`src/rtl/alu_arbiter_pkg.sv`:
```
// Shared FSM state encoding and ALU op-codes for the two-requester ALU arbiter.
package alu_arbiter_pkg;

  typedef enum logic [1:0] {
    IDLE = 2'd0,
    EXEC = 2'd1,
    RESP = 2'd2
  } state_t;

  localparam logic [3:0] OP_ADD   = 4'b0000;
  localparam logic [3:0] OP_SUB   = 4'b1000;
  localparam logic [3:0] OP_SLL   = 4'b0001;
  localparam logic [3:0] OP_SLT   = 4'b0010;
  localparam logic [3:0] OP_SLTU  = 4'b1010;
  localparam logic [3:0] OP_SRL   = 4'b0101;
  localparam logic [3:0] OP_SRA   = 4'b1101;
  localparam logic [3:0] OP_XOR   = 4'b0100;
  localparam logic [3:0] OP_OR    = 4'b0110;
  localparam logic [3:0] OP_AND   = 4'b0111;
  localparam logic [3:0] OP_COPYB = 4'b0011;

endpackage

```
`src/rtl/alu_arbiter_alu.sv`:
```
// Combinational ALU: result plus Zero (a==b) and Less flags; unknown op-codes give 0.
module alu_arbiter_alu
  import alu_arbiter_pkg::*;
#(
  parameter int DATA_WIDTH = 32
) (
  input  logic [3:0]            ctr,
  input  logic [DATA_WIDTH-1:0] a,
  input  logic [DATA_WIDTH-1:0] b,
  output logic [DATA_WIDTH-1:0] out,
  output logic                  zero,
  output logic                  less
);

  localparam int SHW = (DATA_WIDTH > 1) ? $clog2(DATA_WIDTH) : 1;

  logic [SHW-1:0] shamt;
  assign shamt = b[SHW-1:0];

  always_comb begin
    out  = '0;
    less = 1'b0;
    zero = (a == b);
    case (ctr)
      OP_ADD:   out = a + b;
      OP_SUB:   out = a - b;
      OP_SLL:   out = a << shamt;
      OP_SLT: begin
        less = ($signed(a) < $signed(b));
        out  = {{(DATA_WIDTH-1){1'b0}}, less};
      end
      OP_SLTU: begin
        less = (a < b);
        out  = {{(DATA_WIDTH-1){1'b0}}, less};
      end
      OP_SRL:   out = a >> shamt;
      OP_SRA:   out = $signed(a) >>> shamt;
      OP_XOR:   out = a ^ b;
      OP_OR:    out = a | b;
      OP_AND:   out = a & b;
      OP_COPYB: out = b;
      default:  out = '0;
    endcase
  end

endmodule

```
`src/rtl/alu_arbiter.sv`:
```
// Round-robin arbiter sharing one ALU between two requesters; one op in flight,
// grant in IDLE, one EXEC cycle, response held in RESP until the consumer takes it.
module alu_arbiter
  import alu_arbiter_pkg::*;
#(
  parameter int DATA_WIDTH = 32
) (
  input  logic                  clk,
  input  logic                  rst_n,
  input  logic                  req0_valid,
  output logic                  req0_ready,
  input  logic [DATA_WIDTH-1:0] req0_a,
  input  logic [DATA_WIDTH-1:0] req0_b,
  input  logic [3:0]            req0_ctr,
  input  logic                  req1_valid,
  output logic                  req1_ready,
  input  logic [DATA_WIDTH-1:0] req1_a,
  input  logic [DATA_WIDTH-1:0] req1_b,
  input  logic [3:0]            req1_ctr,
  output logic                  resp_valid,
  input  logic                  resp_ready,
  output logic                  resp_id,
  output logic [DATA_WIDTH-1:0] resp_out,
  output logic                  resp_zero,
  output logic                  resp_less,
  output logic                  busy
);

  state_t                state;
  logic                  last_grant;
  logic [DATA_WIDTH-1:0] op_a;
  logic [DATA_WIDTH-1:0] op_b;
  logic [3:0]            op_ctr;
  logic [DATA_WIDTH-1:0] alu_out;
  logic                  alu_zero;
  logic                  alu_less;
  logic                  grant;
  logic                  grant_id;

  // With both valid, serve the one opposite the last grant; otherwise whoever is valid.
  assign grant      = (state == IDLE) && (req0_valid || req1_valid);
  assign grant_id   = (req0_valid && req1_valid) ? ~last_grant : req1_valid;
  assign req0_ready = rst_n && grant && !grant_id;
  assign req1_ready = rst_n && grant && grant_id;

  alu_arbiter_alu #(
    .DATA_WIDTH(DATA_WIDTH)
  ) u_alu (
    .ctr  (op_ctr),
    .a    (op_a),
    .b    (op_b),
    .out  (alu_out),
    .zero (alu_zero),
    .less (alu_less)
  );

  always_ff @(posedge clk) begin
    if (!rst_n) begin
      state      <= IDLE;
      last_grant <= 1'b1;
      op_a       <= '0;
      op_b       <= '0;
      op_ctr     <= '0;
      resp_valid <= 1'b0;
      resp_id    <= 1'b0;
      resp_out   <= '0;
      resp_zero  <= 1'b0;
      resp_less  <= 1'b0;
      busy       <= 1'b0;
    end else begin
      case (state)
        IDLE: begin
          if (grant) begin
            op_a       <= grant_id ? req1_a   : req0_a;
            op_b       <= grant_id ? req1_b   : req0_b;
            op_ctr     <= grant_id ? req1_ctr : req0_ctr;
            resp_id    <= grant_id;
            last_grant <= grant_id;
            busy       <= 1'b1;
            state      <= EXEC;
          end
        end
        EXEC: begin
          resp_out   <= alu_out;
          resp_zero  <= alu_zero;
          resp_less  <= alu_less;
          resp_valid <= 1'b1;
          state      <= RESP;
        end
        RESP: begin
          if (resp_ready) begin
            resp_valid <= 1'b0;
            busy       <= 1'b0;
            state      <= IDLE;
          end
        end
        default: begin
          resp_valid <= 1'b0;
          busy       <= 1'b0;
          state      <= IDLE;
        end
      endcase
    end
  end

endmodule

```
`config.mk`:
```
export PLATFORM = sky130hd
export DESIGN_NAME = alu_arbiter
export DESIGN_NICKNAME = d
export VERILOG_FILES = /design/src/rtl/alu_arbiter_pkg.sv /design/src/rtl/alu_arbiter_alu.sv /design/src/rtl/alu_arbiter.sv
export SDC_FILE = /design/constraint.sdc
export NUM_CORES = 1
export LEC_CHECK = 0
export BUFFER_PORTS_ARGS = -buffer_cell sky130_fd_sc_hd__buf_2
export CORE_AREA = 2 2 242 244
export DETAILED_ROUTE_END_ITERATION = 8
export DIE_AREA = 0 0 244 246
export GPL_ROUTABILITY_DRIVEN = 1
export PLACE_DENSITY = 0.42
export SYNTH_ARGS = -nofsm -noshare
export SYNTH_HDL_FRONTEND = slang
export SYNTH_HIERARCHICAL = 1
export SYNTH_SLANG_ARGS = --single-unit
export TNS_END_PERCENT = 10
```
`constraint.sdc`:
```
create_clock -name clk -period 4.34 [get_ports clk]
set_input_delay 0.651 -clock clk [delete_from_list [all_inputs] [get_ports clk]]
set_output_delay 0.651 -clock clk [all_outputs]
set_load 0.01 [all_outputs]
```
After elaboration in Yosys (flattened, before gate mapping). Index checks and enable logic that the tools add are counted.

Input bits: 141. Flip-flop bits (word level): 108. Output and inout port bits: 39. Logic and storage cells: 65.

Bitwise logic cells: 6. Equality and inequality tests: 15. Reductions and logical operators: 13. Mux-type cells: 13. Order comparisons: 2. Shift operators: 3. Add/sub/neg operators: 2.

Operators by type and width (number): case mux 32 bit (11 select lines) (1); < comparator 32 bit (2); 2-to-1 mux 32 bit (2); adder 32 bit (1); AND 32 bit (1); equality test 32 bit (1); OR 32 bit (1); << shifter 32 x 5 -> 32 bit (1); right shift 32 x 5 -> 32 bit (1); >>> shifter 32 x 5 -> 32 bit (1); subtractor 32 bit (1); XOR 32 bit (1); equality test 4 x 3 -> 1 bit (second input constant) (4); equality test 4 bit (second input constant) (3); equality test 4 x 2 -> 1 bit (second input constant) (2); case mux 1 bit (3 select lines) (2); case mux 2 bit (3 select lines) (1); AND reduction 2 bit (3); logical AND 1 bit (5); equality test 4 x 1 -> 1 bit (second input constant) (1); logical NOT 4 bit (1); 2-to-1 mux 2 bit (2); 2-to-1 mux 4 bit (1); inequality test 2 bit (second input constant) (2); 9 further kinds (13).

Logic depth before layout (Yosys ltp).
Depth in word-level cells: 4. Mapped depth: 17. Gate-level depth less buffers: 14.

Modules after synthesis. Netlist, hierarchy kept.

By module, submodules not included: alu_arbiter_alu (seq. area each 0.0 um^2, area an instance 8553.2 um^2, times used 1, cells an instance 1303); alu_arbiter (seq. area each 2162.1 um^2, area an instance 4565.6 um^2, times used 1, cells an instance 564).

Worst setup path after synthesis. Ideal clock, no wire load.

Kind: register -> register. From: register op_b[2]. To: register resp_out[26]. Arrival: 3689 ps. Clock period less this slack: 3821 ps. Buffers on the path: 4. Setup time: 132 ps. Data required time: 4208 ps. Setup slack: 519 ps. Stages on the path, launching flop included: 18. Cell sequence: dfxtp_1 -> clkbuf_1 -> inv_2 -> buf_1 -> clkbuf_1 -> ha_1 -> buf_2 -> a21o_1 -> a21oi_1 -> o31ai_1 -> a31o_2 -> a2111oi_0 -> nor2_1 -> a32oi_1 -> xnor2_1 -> o2111ai_1 -> nand2_1 -> a21oi_1.

Longest elaborated chain between the ends: 2. Elaborated cells on any way between the ends: 6. Those cells by class: add/sub: 2; shift: 3; mux: 1.

RTL lines: start: declaration (line alu_arbiter.sv:32) `logic [DATA_WIDTH-1:0] op_b;`; start signal: assignment (line alu_arbiter.sv:75) `op_b <= grant_id ? req1_b : req0_b;`; subtractor 32 bit, or another cell as far along (line alu_arbiter_alu.sv:26) `OP_SUB: out = a - b;`; case mux 32 bit (11 select lines) * (line alu_arbiter_alu.sv:24) `case (ctr)`; via alu_out[26] (line alu_arbiter.sv:34) `logic [DATA_WIDTH-1:0] alu_out;`; end signal: assignment (line alu_arbiter.sv:84) `resp_out <= alu_out;`; end: declaration (line alu_arbiter.sv:23) `output logic [DATA_WIDTH-1:0] resp_out,`.

Mark *: on every way through the listed nets, which the timed path passes. The rest lies on a longest branch. A chain may end at the register's enable or synchronous reset.

Worst setup path in the final report.
From: register op_a[12]. To: register resp_out[24].

Longest elaborated chain between the ends: 2. Elaborated cells on any way between the ends: 6. Those cells by class: add/sub: 2; shift: 3; mux: 1.

RTL lines: start: declaration (line alu_arbiter.sv:31) `logic [DATA_WIDTH-1:0] op_a;`; start signal: assignment (line alu_arbiter.sv:74) `op_a <= grant_id ? req1_a : req0_a;`; subtractor 32 bit, or another cell as far along (line alu_arbiter_alu.sv:26); case mux 32 bit (11 select lines) * (line alu_arbiter_alu.sv:24); via alu_out[24] (line alu_arbiter.sv:34).

Marked as above.

==> flow_summary.json <==
{
  "worstPathRequired_ns": 4.67,
  "crit_path_cell_trace": "inv_1, ha_1, inv_1, nor2_1, buf_4, and3_1, a221oi_1, buf_4, o21ai_0, o21ai_0, a211oi_1, xnor2_1, o21ai_1, nand2_1, a21oi_1",
  "vias": 15671,
  "drt-total-wl_mm": 75.7,
  "worst_setup_path_start_kind": "register",
  "worstPathArrival_ns": 4.40,
  "route.detailed.drc": 0,
  "outcome": "complete, no violations",
  "drv_cap": 0,
  "path_max_fanout": 8,
  "ys_async_sr_fraction_pct": 0,
  "grt_pass1_vias": 14796,
  "synth.distinct_cells": 78,
  "core-area_sq_um": 57400,
  "vias_per_cell": 5.64,
  "tns_ns": 0,
  "fin_area_sq_um": 15600,
  "maxSlewHeadroom_pct": 15.9,
  "firstDrtPassIters": 6,
  "grt_usage_pct": 24.5,
  "vdd_drop_max_uv": 177,
  "ant_nets": 0,
  "syn_avg_cell_area_sq_um": 7.03,
  "synthFlopType": "dfxtp_1",
  "clk_latency_ns": 0.41,
  "diodes": 0,
  "synthCells": 1867,
  "dp_slack_ns": 0.290,
  "critPathSlowestCell": "dfxtp_1",
  "synth_area_leaders": "dfxtp_1 (16%), ha_1 (9.3%), nand2_1 (8.7%)",
  "yosys_warnings": 6,
  "rows": 88,
  "h-tree-depth": 3,
  "start_util_pct": 22.9,
  "synth_edf_count": 0,
  "max_stage_delay_ns": 0.64,
  "clock-sinks": 108,
  "fmax_mhz": 246,
  "dieArea_sq_um": 60000,
  "p_per_area_nw_per_um2": 374,
  "crit_path_end_kind": "register",
  "tightest_slew_ns": 1.26,
  "synthToLayoutAreaGrowth_pct": 18.6,
  "cts_hold_buf": 0,
  "synth_top_area_cell": "dfxtp_1",
  "cts_tree": "built",
  "clockRootBuffer": "clkbuf_16",
  "placed_cell_area_sq_um": 15200,
  "worst_clock_skew_ns": 0.0168,
  "path_clk_slew_ns": 0.09,
  "finalHoldViolCount": 0,
  "synth_top_area_share_pct": 16.5,
  "p_leak_nw": 6.32,
  "grt_antenna_before_repair": 1,
  "slew_violations": 0,
  "setup_viol": 0,
  "ys_seq_elements": 108,
  "min_period_ns": 4.07,
  "grt_max_degree": 90,
  "cts_buffers": 9,
  "die_w_um": 244,
  "setup_slack_ns": 0.273,
  "io_buffers": 179,
  "synth_area_sq_um": 13100,
  "fp.dieH_um": 246,
  "dp_cells": 2761,
  "grt_pass1_wl_mm": 108,
  "path_class": "reg2reg",
  "io_pins": 180,
  "seq_area_frac_synth_pct": 16.5,
  "rsz0062_at_grt": "no",
  "post_layout_nonfiller_instances": 2777,
  "final_nets": 2247,
  "path_buf_inv": 4,
  "wl_per_cell_um": 27.3,
  "dp_hpwl_mm": 60.5,
  "cp_top_family": "compound AO/OA/AOI/OAI gates",
  "clock_path_buffers": 2,
  "hold_class": "reg2reg",
  "globalRouteOverflowTotal": 0,
  "gp_congestion": 1.02,
  "finalCritPeriodShare_pct": 93.7,
  "drt_iter0_drc": 1835,
  "finalPower_mw": 5.82,
  "synth_fp_nets": 2107,
  "layout-drive-gt1-share_pct": 19.5
}
-- metrics by stage --
step / hold slack, ns / utilization, %
CTS: 0.457 / 27.1
floorplan: 0.481 / -
finish: 0.454 / 27.1
global placement: 0.444 / 26.5
global route: 0.469 / 27.1
detailed placement: 0.444 / 26.5
-- routing by layer --
layer	share of wire [%]	track usage [%]
met5	0	0
met3	7.3	3.71
met2	42	36.7
met1	45	33.8
met4	5.6	12.8
-- timing repair --
| item | CTS | global route |
|---|---|---|
| setup buffers | 0 | 0 |
| resized for setup | 0 | 1 |
| endpoints found under the setup margin | 0 | 1 |
-- synthesized netlist by cell type, drive strengths merged (25+ instances only) --
cell and instances:
o211ai 31, a21oi 212, mux2i 54, nor2 149, nand3 27, ha 97, a311oi 72, buf 52
o21ai 131, nor3 34, a211oi 28, inv 95, clkbuf 114, nand2 303, mux4 25, dfxtp 108
-- flip-flops by register name (all words and copies together) (netlist names) --
| signal | count |
|---|---|
| op_b | 32 |
| op_a | 32 |
| busy | 1 |
| resp_valid | 1 |
| resp_zero | 1 |
| resp_less | 1 |
| resp_id | 1 |
| op_ctr | 4 |
| resp_out | 32 |
| last_grant | 1 |
| state | 2 |
-- kinds of logic (layout without fill, tap and decap cells) --
group / Yosys count / after routing / share of synthesized area [%]
AO/OA/AOI/OAI: 666 / 666 / 34.3
adder cells (fa/ha/maj): 99 / 99 / 9.56
multiplexers: 87 / 87 / 9.16
XOR/XNOR: 26 / 26 / 1.74
flip-flops: 108 / 108 / 16.5
AND/OR/NAND/NOR: 620 / 620 / 20.7
buffers and inverters: 261 / 406 / 8.12
-- worst reg2reg max path, stage by stage, from the launching register on --
cell      delay [ns]
dfxtp_1         0.64
inv_1           0.30
ha_1            0.53
inv_1           0.14
nor2_1          0.16
buf_4           0.15
and3_1          0.14
a221oi_1        0.08
buf_4           0.19
o21ai_0         0.46
o21ai_0         0.20
a211oi_1        0.27
xnor2_1         0.12
o21ai_1         0.38
nand2_1         0.10
a21oi_1         0.13
-- where the power goes --
| part | internal [mW] | switching (mW) | leakage [nW] |
|---|---|---|---|
| Sequential | 1.11 | 0.150 | 0.893 |
| Combinational | 1.20 | 2.33 | 5.26 |
| Clock | 0.519 | 0.517 | 0.164 |
-- worst paths after layout --
kind	slack, ns	from	depth (start not counted)	end
max	0.27	op_a[12]	15	resp_out[24]
min	0.45	resp_out[6]	2	resp_out[6]
max reg2reg	0.27	op_a[12]	15	resp_out[24]
min reg2reg	0.45	resp_out[6]	2	resp_out[6]
-- placed cells by master, fill, tap and decap left out, drive strengths merged, types with 11 or more instances in the layout --
cell type / n
ha: 97
a211oi: 28
a21oi: 212
o31ai: 17
nor4: 12
mux4: 25
inv: 98
a21o: 22
and3: 12
a311oi: 72
a211o: 11
buf: 295
a22oi: 15
dfxtp: 108
o211ai: 31
xnor2: 19
nor3: 34
a221oi: 22
mux2i: 54
nand3: 27
or3: 12
nor2: 149
nand2b: 17
nor2b: 14
nand2: 303
o21ai: 131
a31oi: 20
o21bai: 12
-- area by class of cell --
cell class / count / area [sq um]
clock inverters: 7 / 105
fillers: 6395 / 41800
multi-input cells: 1498 / 9950
inverters: 95 / 359
well taps: 765 / 957
flip-flops and latches: 108 / 2170
repair buffers: 295 / 1790
clock buffers: 9 / 225
No activity file was read; power rests on OpenSTA's default activity.
